===== src/rtl/soc_sysctl_pkg.sv =====
// soc_sysctl_pkg -- shared constants for the system-control block.
// Holds the OCP bus widths and command/response codes, the register map
// offsets, the software-reset key, the unmapped-read pattern, the SoC info
// constants, the request struct and the byte-lane merge helper.
package soc_sysctl_pkg;

  localparam int ADDR_WIDTH = 12;
  localparam int DATA_WIDTH = 32;
  localparam int BEN_WIDTH  = DATA_WIDTH / 8;

  // OCP command / response codes
  localparam logic [2:0] OCP_CMD_IDLE  = 3'd0;
  localparam logic [2:0] OCP_CMD_WR    = 3'd1;
  localparam logic [2:0] OCP_CMD_RD    = 3'd2;
  localparam logic [1:0] OCP_RESP_NULL = 2'd0;
  localparam logic [1:0] OCP_RESP_DVA  = 2'd1;

  // register map
  localparam logic [ADDR_WIDTH-1:0] OFS_VERSION  = 12'h000;
  localparam logic [ADDR_WIDTH-1:0] OFS_RAM_BASE = 12'h004;
  localparam logic [ADDR_WIDTH-1:0] OFS_RAM_SIZE = 12'h008;
  localparam logic [ADDR_WIDTH-1:0] OFS_ROM_SIZE = 12'h00C;
  localparam logic [ADDR_WIDTH-1:0] OFS_SYS_FREQ = 12'h010;
  localparam logic [ADDR_WIDTH-1:0] OFS_CAPS     = 12'h014;
  localparam logic [ADDR_WIDTH-1:0] OFS_CYCLO    = 12'h020;
  localparam logic [ADDR_WIDTH-1:0] OFS_CYCHI    = 12'h024;
  localparam logic [ADDR_WIDTH-1:0] OFS_SCRATCH  = 12'h030;
  localparam logic [ADDR_WIDTH-1:0] OFS_SWRST    = 12'h040;
  localparam logic [ADDR_WIDTH-1:0] OFS_LED      = 12'h100;
  localparam logic [ADDR_WIDTH-1:0] OFS_BLINK    = 12'h104;
  localparam logic [ADDR_WIDTH-1:0] OFS_PERIOD   = 12'h108;

  localparam logic [7:0]            SWRST_KEY   = 8'hA5;
  localparam logic [DATA_WIDTH-1:0] RD_UNMAPPED = 32'hDEAD_DEAD;

  // SoC info constants
  localparam logic [DATA_WIDTH-1:0] SOC_VERSION  = 32'h0001_0200;
  localparam logic [DATA_WIDTH-1:0] SOC_RAM_BASE = 32'h2000_0000;
  localparam logic [DATA_WIDTH-1:0] SOC_RAM_SIZE = 32'h0001_0000;
  localparam logic [DATA_WIDTH-1:0] SOC_ROM_SIZE = 32'h0000_8000;
  localparam logic [DATA_WIDTH-1:0] SOC_SYS_FREQ = 32'd50_000_000;

  typedef struct packed {
    logic [2:0]            cmd;
    logic [ADDR_WIDTH-1:0] addr;
    logic [DATA_WIDTH-1:0] data;
    logic [BEN_WIDTH-1:0]  ben;
  } ocp_req_t;

  // replace only the byte lanes whose enable is set
  function automatic logic [DATA_WIDTH-1:0] ben_merge(
    input logic [DATA_WIDTH-1:0] old_v,
    input logic [DATA_WIDTH-1:0] new_v,
    input logic [BEN_WIDTH-1:0]  ben
  );
    logic [DATA_WIDTH-1:0] r;
    r = old_v;
    for (int i = 0; i < BEN_WIDTH; i++)
      if (ben[i]) r[8*i +: 8] = new_v[8*i +: 8];
    return r;
  endfunction

endpackage


===== src/rtl/soc_sysctl_blink.sv =====
// soc_sysctl_blink -- LED blink prescaler and phase generator.
// Ports: clk/nrst (async active-low), load (PERIOD register written this
// cycle), load_val (value being written), period (current PERIOD),
// phase (1 = LEDs steady, 0 = blink-masked LEDs off).
// The down-counter reloads from period on reaching 0 and toggles phase, so
// each phase lasts period+1 cycles. period==0 parks phase at 1.
module soc_sysctl_blink #(
  parameter int PRESC_WIDTH = 24
) (
  input  logic                   clk,
  input  logic                   nrst,
  input  logic                   load,
  input  logic [PRESC_WIDTH-1:0] load_val,
  input  logic [PRESC_WIDTH-1:0] period,
  output logic                   phase
);

  logic [PRESC_WIDTH-1:0] presc;

  always_ff @(posedge clk or negedge nrst) begin
    if (!nrst) begin
      presc <= '0;
      phase <= 1'b1;
    end else if (load) begin
      // new PERIOD restarts the sequence from the lit phase
      presc <= load_val;
      phase <= 1'b1;
    end else if (period == '0) begin
      presc <= '0;
      phase <= 1'b1;
    end else if (presc == '0) begin
      presc <= period;
      phase <= ~phase;
    end else begin
      presc <= presc - PRESC_WIDTH'(1);
    end
  end

endmodule


===== src/rtl/soc_sysctl.sv =====
// soc_sysctl -- SoC system-control register block on an OCP slave port.
// Ports: clk, nrst (async active-low); OCP i_MAddr/i_MCmd/i_MData/i_MByteEn
// in, o_SCmdAccept (always 1), o_SData/o_SResp registered one cycle after
// the request; o_LED LED drive; o_swrst software-reset pulse.
// Provides SoC info constants, a 64-bit cycle counter with a high-word
// shadow latched on CYCLO reads, scratch, keyed software reset, LEDs.
// Build option: SOC_SYSCTL_BLINK_EN adds the BLINK mask / PERIOD registers
// and the blink prescaler; without it they read 0 and phase stays 1.
module soc_sysctl
  import soc_sysctl_pkg::*;
#(
  parameter int NLED        = 8,
  parameter int PRESC_WIDTH = 24,
  parameter int RST_PULSE   = 16
) (
  input  logic                  clk,
  input  logic                  nrst,
  input  logic [ADDR_WIDTH-1:0] i_MAddr,
  input  logic [2:0]            i_MCmd,
  input  logic [DATA_WIDTH-1:0] i_MData,
  input  logic [BEN_WIDTH-1:0]  i_MByteEn,
  output logic                  o_SCmdAccept,
  output logic [DATA_WIDTH-1:0] o_SData,
  output logic [1:0]            o_SResp,
  output logic [NLED-1:0]       o_LED,
  output logic                  o_swrst
);

  ocp_req_t               req;
  logic                   rd, wr;
  logic [63:0]            cyc_cnt;
  logic [DATA_WIDTH-1:0]  cyc_shadow, scratch, rdata, caps;
  logic [NLED-1:0]        led_r, blink_r, led_w;
  logic [PRESC_WIDTH-1:0] period_r;
  logic [7:0]             swrst_cnt;
  logic                   phase, swrst_hit;

  assign req = '{cmd: i_MCmd, addr: i_MAddr, data: i_MData, ben: i_MByteEn};
  assign rd  = (req.cmd == OCP_CMD_RD);
  assign wr  = (req.cmd == OCP_CMD_WR);
  assign o_SCmdAccept = 1'b1;

  assign led_w     = NLED'(ben_merge(DATA_WIDTH'(led_r), req.data, req.ben));
  assign swrst_hit = wr && (req.addr == OFS_SWRST) && req.ben[0] &&
                     (req.data[7:0] == SWRST_KEY);

`ifdef SOC_SYSCTL_BLINK_EN
  localparam logic BLINK_PRESENT = 1'b1;

  logic [NLED-1:0]        blink_w;
  logic [PRESC_WIDTH-1:0] period_w;
  logic                   period_wr;

  assign blink_w   = NLED'(ben_merge(DATA_WIDTH'(blink_r), req.data, req.ben));
  assign period_w  = PRESC_WIDTH'(ben_merge(DATA_WIDTH'(period_r), req.data, req.ben));
  assign period_wr = wr && (req.addr == OFS_PERIOD);

  always_ff @(posedge clk or negedge nrst) begin
    if (!nrst) begin
      blink_r  <= '0;
      period_r <= '0;
    end else begin
      if (wr && (req.addr == OFS_BLINK)) blink_r <= blink_w;
      if (period_wr)                     period_r <= period_w;
    end
  end

  soc_sysctl_blink #(.PRESC_WIDTH(PRESC_WIDTH)) u_blink (
    .clk      (clk),
    .nrst     (nrst),
    .load     (period_wr),
    .load_val (period_w),
    .period   (period_r),
    .phase    (phase)
  );
`else
  localparam logic BLINK_PRESENT = 1'b0;

  assign blink_r  = '0;
  assign period_r = '0;
  assign phase    = 1'b1;
`endif

  always_comb begin
    caps      = '0;
    caps[5:0] = 6'(NLED);
    caps[8]   = BLINK_PRESENT;
  end

  // read mux sees register state before this cycle's update
  always_comb begin
    case (req.addr)
      OFS_VERSION:  rdata = SOC_VERSION;
      OFS_RAM_BASE: rdata = SOC_RAM_BASE;
      OFS_RAM_SIZE: rdata = SOC_RAM_SIZE;
      OFS_ROM_SIZE: rdata = SOC_ROM_SIZE;
      OFS_SYS_FREQ: rdata = SOC_SYS_FREQ;
      OFS_CAPS:     rdata = caps;
      OFS_CYCLO:    rdata = cyc_cnt[31:0];
      OFS_CYCHI:    rdata = cyc_shadow;
      OFS_SCRATCH:  rdata = scratch;
      OFS_SWRST:    rdata = '0;
      OFS_LED:      rdata = DATA_WIDTH'(led_r);
      OFS_BLINK:    rdata = DATA_WIDTH'(blink_r);
      OFS_PERIOD:   rdata = DATA_WIDTH'(period_r);
      default:      rdata = RD_UNMAPPED;
    endcase
  end

  always_ff @(posedge clk or negedge nrst) begin
    if (!nrst) begin
      o_SResp <= OCP_RESP_NULL;
      o_SData <= '0;
    end else begin
      o_SResp <= (rd || wr) ? OCP_RESP_DVA : OCP_RESP_NULL;
      o_SData <= rd ? rdata : '0;
    end
  end

  always_ff @(posedge clk or negedge nrst) begin
    if (!nrst) begin
      cyc_cnt    <= '0;
      cyc_shadow <= '0;
      scratch    <= '0;
      led_r      <= '0;
      swrst_cnt  <= '0;
    end else begin
      cyc_cnt <= cyc_cnt + 64'd1;
      // latch the high word so a later CYCHI read pairs with this CYCLO
      if (rd && (req.addr == OFS_CYCLO)) cyc_shadow <= cyc_cnt[63:32];
      if (wr && (req.addr == OFS_SCRATCH))
        scratch <= ben_merge(scratch, req.data, req.ben);
      if (wr && (req.addr == OFS_LED)) led_r <= led_w;
      // a keyed write reloads the count, stretching an active pulse
      if (swrst_hit)              swrst_cnt <= 8'(RST_PULSE);
      else if (swrst_cnt != 8'd0) swrst_cnt <= swrst_cnt - 8'd1;
    end
  end

  assign o_swrst = (swrst_cnt != 8'd0);
  assign o_LED   = led_r & ~(blink_r & {NLED{~phase}});

endmodule


===== config.mk =====
export PLATFORM = sky130hd
export DESIGN_NAME = soc_sysctl
export DESIGN_NICKNAME = d
export VERILOG_FILES = /design/src/rtl/soc_sysctl_pkg.sv /design/src/rtl/soc_sysctl_blink.sv /design/src/rtl/soc_sysctl.sv
export SDC_FILE = /design/constraint.sdc
export NUM_CORES = 1
export LEC_CHECK = 0
export ABC_AREA = 1
export CAP_MARGIN = 20
export CELL_PAD_IN_SITES_DETAIL_PLACEMENT = 2
export CELL_PAD_IN_SITES_GLOBAL_PLACEMENT = 2
export CORE_MARGIN = 8
export CORE_UTILIZATION = 38
export DETAILED_ROUTE_END_ITERATION = 8
export DONT_BUFFER_PORTS = 1
export MAX_ROUTING_LAYER = met4
export PLACE_DENSITY_LB_ADDON = 0.1
export SYNTH_ARGS = -nofsm -noshare
export SYNTH_HDL_FRONTEND = slang
export SYNTH_SLANG_ARGS = --single-unit
export TNS_END_PERCENT = 1

===== constraint.sdc =====
create_clock -name clk -period 1.9 [get_ports clk]
set_input_delay 0.38 -clock clk [delete_from_list [all_inputs] [get_ports clk]]
set_output_delay 0.38 -clock clk [all_outputs]
set_load 0.01 [all_outputs]

==> results of run 1 <==
## cell type report
cell class	count	area (µm²)	area share (%)
sequential	177	4430	41.8
timing repair buffer	79	634	5.99
tap	319	399	3.77
clock inverter	14	143	1.35
inverter	129	485	4.58
multi-input combinational	837	4080	38.5
clock buffer	17	425	4.01
## state kept, by name, indices dropped and copies added (netlist names)
signal and flops:
o_LED 8, cyc_cnt 64, o_SResp 1, scratch 32
swrst_cnt 8, cyc_shadow 32, o_SData 32
## cells in the mapped netlist (2+ instances only)
| master | instances |
|---|---|
| nand2_1 | 359 |
| a21oi_1 | 33 |
| nor2_8 | 3 |
| and2_1 | 2 |
| nor2_2 | 6 |
| buf_2 | 11 |
| nor2_1 | 142 |
| nor3_2 | 7 |
| xnor2_1 | 4 |
| inv_1 | 115 |
| buf_6 | 5 |
| ha_1 | 2 |
| nand3b_1 | 2 |
| a21oi_2 | 2 |
| nand2_2 | 8 |
| clkbuf_1 | 5 |
| o21ai_1 | 43 |
| buf_4 | 5 |
| nand4_1 | 30 |
| nand2_4 | 3 |
| xor2_1 | 45 |
| nand3_2 | 4 |
| nand3_1 | 79 |
| dfrtp_1 | 177 |
| inv_2 | 13 |
| nor3_1 | 38 |
| o21ai_0 | 10 |
| nor2_4 | 6 |
| conb_1 | 2 |
## logic make-up (layout without fill, tap and decap cells)
kind of cell,after synthesis,after routing,share of synthesized area [%]
adders and majority gates,2,2,0.275
and+or+nand+nor,695,695,34.1
other,2,2,0.0824
AOI/OAI and AO/OA,89,89,4.99
buffers and inverters,156,239,7.21
DFF,177,177,48.6
xor gates and xnor gates,49,49,4.71
## power breakdown
| part | internal (mW) | switching, mW |
|---|---|---|
| sequential | 3.87 | 0.115 |
| combinational | 0.250 | 0.325 |
| clock | 1.75 | 1.73 |
| total | 5.87 | 2.17 |
## repair_timing
| item | in CTS | in global routing |
|---|---|---|
| cloned | 0 | 0 |
| hold endpoints to repair | 177 | 177 |
| setup endpoints to repair | 1 | 13 |
| resized for setup | 6 | 15 |
| pin swaps | 4 | 5 |
| setup buffers | 8 | 3 |
## critical path: cells and delay by family (launching register included)
| kind | cells | cell delay, ns |
|---|---|---|
| flip-flops | 1 | 0.41 |
| AND/OR/NAND/NOR | 3 | 0.30 |
| buffers and inverters | 2 | 0.29 |
| adder cells (fa/ha/maj) | 1 | 0.15 |
## how the worst min path moves through the flow
stage	startpoint	to	slack, ns	depth (start not counted)
finish	nrst	cyc_cnt[57]	-0.36	0
global route	nrst	cyc_cnt[57]	-0.37	0
CTS	nrst	scratch[30]	-0.37	0
detailed placement	nrst	cyc_cnt[57]	0.09	0
global placement	nrst	cyc_cnt[58]	0.09	0
floorplan	nrst	cyc_cnt[0]	0.08	0
## stage by stage
stage / util (%) / hold slack (ns) / cells / setup TNS (ns)
5_1_grt: 45.1 / -0.372 / 1572 / -0.409
3_5_place_dp: 42.1 / 0.0913 / 1530 / 0
6_report: 45.1 / -0.360 / 1572 / -0.0635
2_1_floorplan: - / 0.0844 / 1170 / 0
3_3_place_gp: 42.1 / 0.0936 / 1530 / 0
4_1_cts: 44.9 / -0.373 / 1569 / -0.0446
## metal layers
layer | global-route usage [%] | vias to the layer above
met3 | 3.99 | 64
met2 | 42.9 | 150
li1 | - | 3837
met5 | - | -
met4 | 9.98 | 0
met1 | 27.8 | 4091
==> results.json, run 1 <==
{
  "htreeDepth": 4,
  "synth.top_cell.area_share_pct": 48.6,
  "peakVddDrop_v": 0.000528,
  "tightest_slew_ns": 0.530,
  "crit_end": "o_swrst",
  "fin_crit_ns": 1.96,
  "worstPathCellList": "inv_2 > ha_4 > nand2_4 > nor2_4 > nand4_1 > buf_4",
  "ioPinCount": 97,
  "area_delta_synth_final_pct": 16.3,
  "pwr_density_cell_mw_per_mm2": 759,
  "hpwlAfterDp_um": 26600,
  "synthCells": 1170,
  "slew_viol_final": 0,
  "synth_cell_type_count": 38,
  "synthArstFlopShare_pct": 100,
  "final_common_cell": "nand2_1",
  "yosysWarnings": 0,
  "rsz0062_at_grt": "yes",
  "grt_pass1_wl_um": 52600,
  "cts.path.max_buffers": 2,
  "antenna_found_initial": 0,
  "syn_area_per_cell_um2": 7.79,
  "clock_latency_ns": 0.44,
  "initial_core_util_pct": 38.8,
  "numCtsBuffers": 17,
  "grt_util_all_layers_pct": 24.6,
  "globalRouteOverflowTotal": 0,
  "leakage_nw": 5.24,
  "seq_area_frac_synth_pct": 48.6,
  "ant_nets": 0,
  "crit_path_start": "swrst_cnt[0]",
  "dieWidth_um": 171,
  "fin_skew_ns": 0.0109,
  "status": "finished, violations left",
  "worstSetupEndpointType": "primary output",
  "wl_met3_um": 1150,
  "die-area_mm2": 0.0292,
  "ff2ff_setup_slack_ns": 0,
  "antenna_cells": 0,
  "r2r-end": "swrst_cnt[7]",
  "routed_wirelength_um": 34500,
  "ys.flop_type": "dfrtp_1",
  "firstDrtPassIters": 4,
  "grt_max_degree": 178,
  "fmax_mhz": 510,
  "synth_edf_count": 0,
  "numPortBuffers": 0,
  "fin_nets": 1296,
  "crit_fanout": 2,
  "worstPathRequired_ns": 1.52,
  "drive_above_1_share_pct": 14.4,
  "wl_met1_um": 14400,
  "clk_pin_slew_ns": 0.08,
  "r2r_start": "swrst_cnt[0]",
  "wire_per_inst_um": 21.9,
  "place_area_mm2": 0.00988,
  "hold_violations": 177,
  "maxCapViolations": 0,
  "avgViaCountPerCell": 5.18,
  "startpoint_type": "flip-flop",
  "cts_root_buffer": "clkbuf_16",
  "dp_slack_ns": 0.0233,
  "routed.top_layer": "met4",
  "relSlewSlack_pct": 64.4,
  "synthesis.area_mm2": 0.00911,
  "hp-class": "in2async",
  "tritoncts": "built",
  "dr_wl_met2_um": 17600,
  "violations": "hold timing, setup timing",
  "post-synth-top-area-cell": "dfrtp_1",
  "cts.sinks": 177,
  "setup_violations": 2,
  "synthesis.nets": 1225,
  "post-route-period-util_pct": 103,
  "core_area_mm2": 0.0235,
  "gp_congestion": 0.902,
  "holdWs_ns": -0.360,
  "ff2ff_path_depth": 14,
  "cpPeakStageDelay_ns": 0.41,
  "die_h_um": 171,
  "ys_seq_elements": 177,
  "first_global_vias": 9175,
  "dr_total_vias": 8142,
  "critPathKind": "reg2out",
  "cp_slowest_cell": "dfrtp_1",
  "cp_data_arrival_time_ns": 1.58,
  "num_rows": 56,
  "yosys-top-cells-area": "dfrtp_1 (49%), nand2_1 (15%), nor2_1 (5.9%)",
  "dr.first_iter.drc_count": 437,
  "layout_common_cells": "nand2_1 (357), dfrtp_1 (174), nor2_1 (139), inv_1 (113), nand3_1 (79)",
  "design_area_mm2": 0.0106,
  "n_fill_cell": 2704,
  "drcViolationCount": 0,
  "setup_slack_ns": -0.0603,
  "total_power_mw": 8.04
}
Note: power is estimated with default switching activity, not from simulation.
==> run 2, diff against run 1 <==
--- a/config.mk
+++ b/config.mk
@@ -10,7 +10,7 @@
 export CELL_PAD_IN_SITES_DETAIL_PLACEMENT = 2
 export CELL_PAD_IN_SITES_GLOBAL_PLACEMENT = 2
 export CORE_MARGIN = 8
-export CORE_UTILIZATION = 38
+export CORE_UTILIZATION = 40
 export DETAILED_ROUTE_END_ITERATION = 8
 export DONT_BUFFER_PORTS = 1
 export MAX_ROUTING_LAYER = met4
==> constraint.sdc (replaced) <==
create_clock -name clk -period 2.5 [get_ports clk]
set_input_delay 0.5 -clock clk [delete_from_list [all_inputs] [get_ports clk]]
set_output_delay 0.5 -clock clk [all_outputs]
set_load 0.01 [all_outputs]
==> run 2 against run 1 <==
The run ends with hold timing left. Global-route usage is 0.18 points higher. Final area is 6.1% lower. Combinational power is 58% lower. Critical path type unchanged. Largest cell class unchanged.
==> results.json, run 2 (synthesis gave the netlist of run 1 again) <==
{
  "status": "finished, violations left",
  "violations": "hold timing",
  "ant_nets": 0,
  "multi_input_area_mm2": 0.00403,
  "grt_pass1_wl_um": 51600,
  "dieWidth_um": 167,
  "maxCapViolations": 0,
  "firstDrtPassIters": 4,
  "ioPinCount": 97,
  "dr_total_vias": 7868,
  "tns_ns": 0,
  "design_area_mm2": 0.00996,
  "dr.first_iter.drc_count": 503,
  "startpoint_type": "flip-flop",
  "hold_violations": 177,
  "worstPathRequired_ns": 2.00,
  "die_h_um": 167,
  "numPortBuffers": 0,
  "globalRouteOverflowTotal": 0,
  "drcViolationCount": 0,
  "seq_power_share_pct": 50.5,
  "hp-class": "in2async",
  "fin_crit_ns": 2.30,
  "grt_util_all_layers_pct": 24.8,
  "power.internal_mw": 4.39,
  "peakVddDrop_v": 0.000379,
  "sw_frac_of_total_pct": 26.6,
  "avgViaCountPerCell": 5.35,
  "worstSetupEndpointType": "primary output",
  "clock_latency_ns": 0.45,
  "relSlewSlack_pct": 57.9,
  "pwr-share-comb_pct": 4.1,
  "wire_per_inst_um": 22.2,
  "post-route-period-util_pct": 92.0,
  "regArea_mm2": 0.00443,
  "fin_skew_ns": 0.0126,
  "fin_nets": 1228,
  "fmax_mhz": 435,
  "gp_congestion": 0.913,
  "leakage_nw": 4.90,
  "antenna_cells": 0,
  "area_delta_synth_final_pct": 9.30,
  "htreeDepth": 4,
  "routed_wirelength_um": 32600,
  "grt_max_degree": 178,
  "place_area_mm2": 0.00938,
  "cts_setup_buffers": 0,
  "largest_reg_flops": 64,
  "antenna_found_initial": 0,
  "stdcell_count": 1471,
  "slew_viol_final": 0,
  "tritoncts": "built",
  "hpwlAfterDp_um": 25300,
  "final_common_cell": "nand2_1",
  "drive_above_1_share_pct": 8.52,
  "critPathKind": "reg2out",
  "crit_fanout": 7,
  "first_global_vias": 8797,
  "rsz0062_at_grt": "no",
  "numCtsBuffers": 17,
  "cts.sinks": 177,
  "pwr_density_cell_mw_per_mm2": 601,
  "place_inst": 1439,
  "p_sw_mw": 1.60,
  "utilization_pct": 44.2,
  "initial_core_util_pct": 40.5,
  "cts_root_buffer": "clkbuf_16",
  "die-area_mm2": 0.0279,
  "cp_data_arrival_time_ns": 1.80,
  "cts.path.max_buffers": 2,
  "num_rows": 55,
  "p_clk_share_pct": 45.4,
  "core_area_mm2": 0.0225,
  "layout_common_cells": "nand2_1 (359), dfrtp_1 (177), nor2_1 (141), inv_1 (115), nand3_1 (79)",
  "clk_pin_slew_ns": 0.08,
  "holdWs_ns": -0.251,
  "top_register": "cyc_cnt",
  "ff2ff_setup_slack_ns": 0.34,
  "setup_violations": 0,
  "tightest_slew_ns": 0.629,
  "n_fill_cell": 2626
}
[run 2: metrics by stage]
step | power (mW) | hold WS, ns | worst slack, ns
6_report | 5.99 | -0.251 | 0.199
5_1_grt | 6.19 | -0.271 | 0.00928
4_1_cts | 6.03 | -0.270 | 0.0887
3_5_place_dp | 3.33 | 0.214 | 0.376
3_3_place_gp | 3.31 | 0.214 | 0.443
2_1_floorplan | 3.26 | 0.204 | 0.851
[run 2: cell type report]
class	count	share of cell area [%]
clock buffer	18	4.41
clock inverter	14	1.38
inverter	129	4.88
multi-input combinational	837	40.4
sequential	177	44.5
tap	285	3.58
timing repair buffer	11	0.829
[run 2: power by group through the flow]
stage,Clock [mW],Combinational [mW],Sequential [mW]
after floorplan,0,0.202,3.06
after global placement,0,0.231,3.08
after detailed placement,0,0.248,3.08
after CTS,2.76,0.250,3.02
after global routing,2.86,0.291,3.04
final,2.72,0.244,3.02
[run 2: metal layers]
layer | share of wire (%) | vias up | wire (µm) | global-route usage, %
li1 | - | 3699 | - | -
met1 | 42 | 3950 | 13700 | 28.1
met2 | 50 | 150 | 16300 | 42.0
met3 | 3.7 | 69 | 1210 | 4.59
met4 | 4.1 | 0 | 1350 | 11.4
met5 | 0 | - | 0 | -
[run 2: what timing repair did]
item                                    4_1_cts  5_1_grt
endpoints found under the setup margin        0        1
hold endpoints to repair                    177      177
gates resized for setup                       0        1
[run 2: final timing paths]
path,startpoint,to,cells after the start
worst max-delay path,swrst_cnt[0],o_swrst,5
worst min register to register,cyc_shadow[10],cyc_shadow[10],2
min in group clk,i_MData[25],scratch[25],2
worst min-delay path,nrst,cyc_cnt[58],0
max in group asynchronous,nrst,scratch[11],0
worst max register to register,cyc_cnt[1],cyc_cnt[48],7
[run 2: critical path: stages (launching register included)]
cell and delay [ns]:
dfrtp_1 0.42, inv_1 0.12, ha_1 0.21, nand2_1 0.09
nor2_2 0.15, nand4_1 0.38
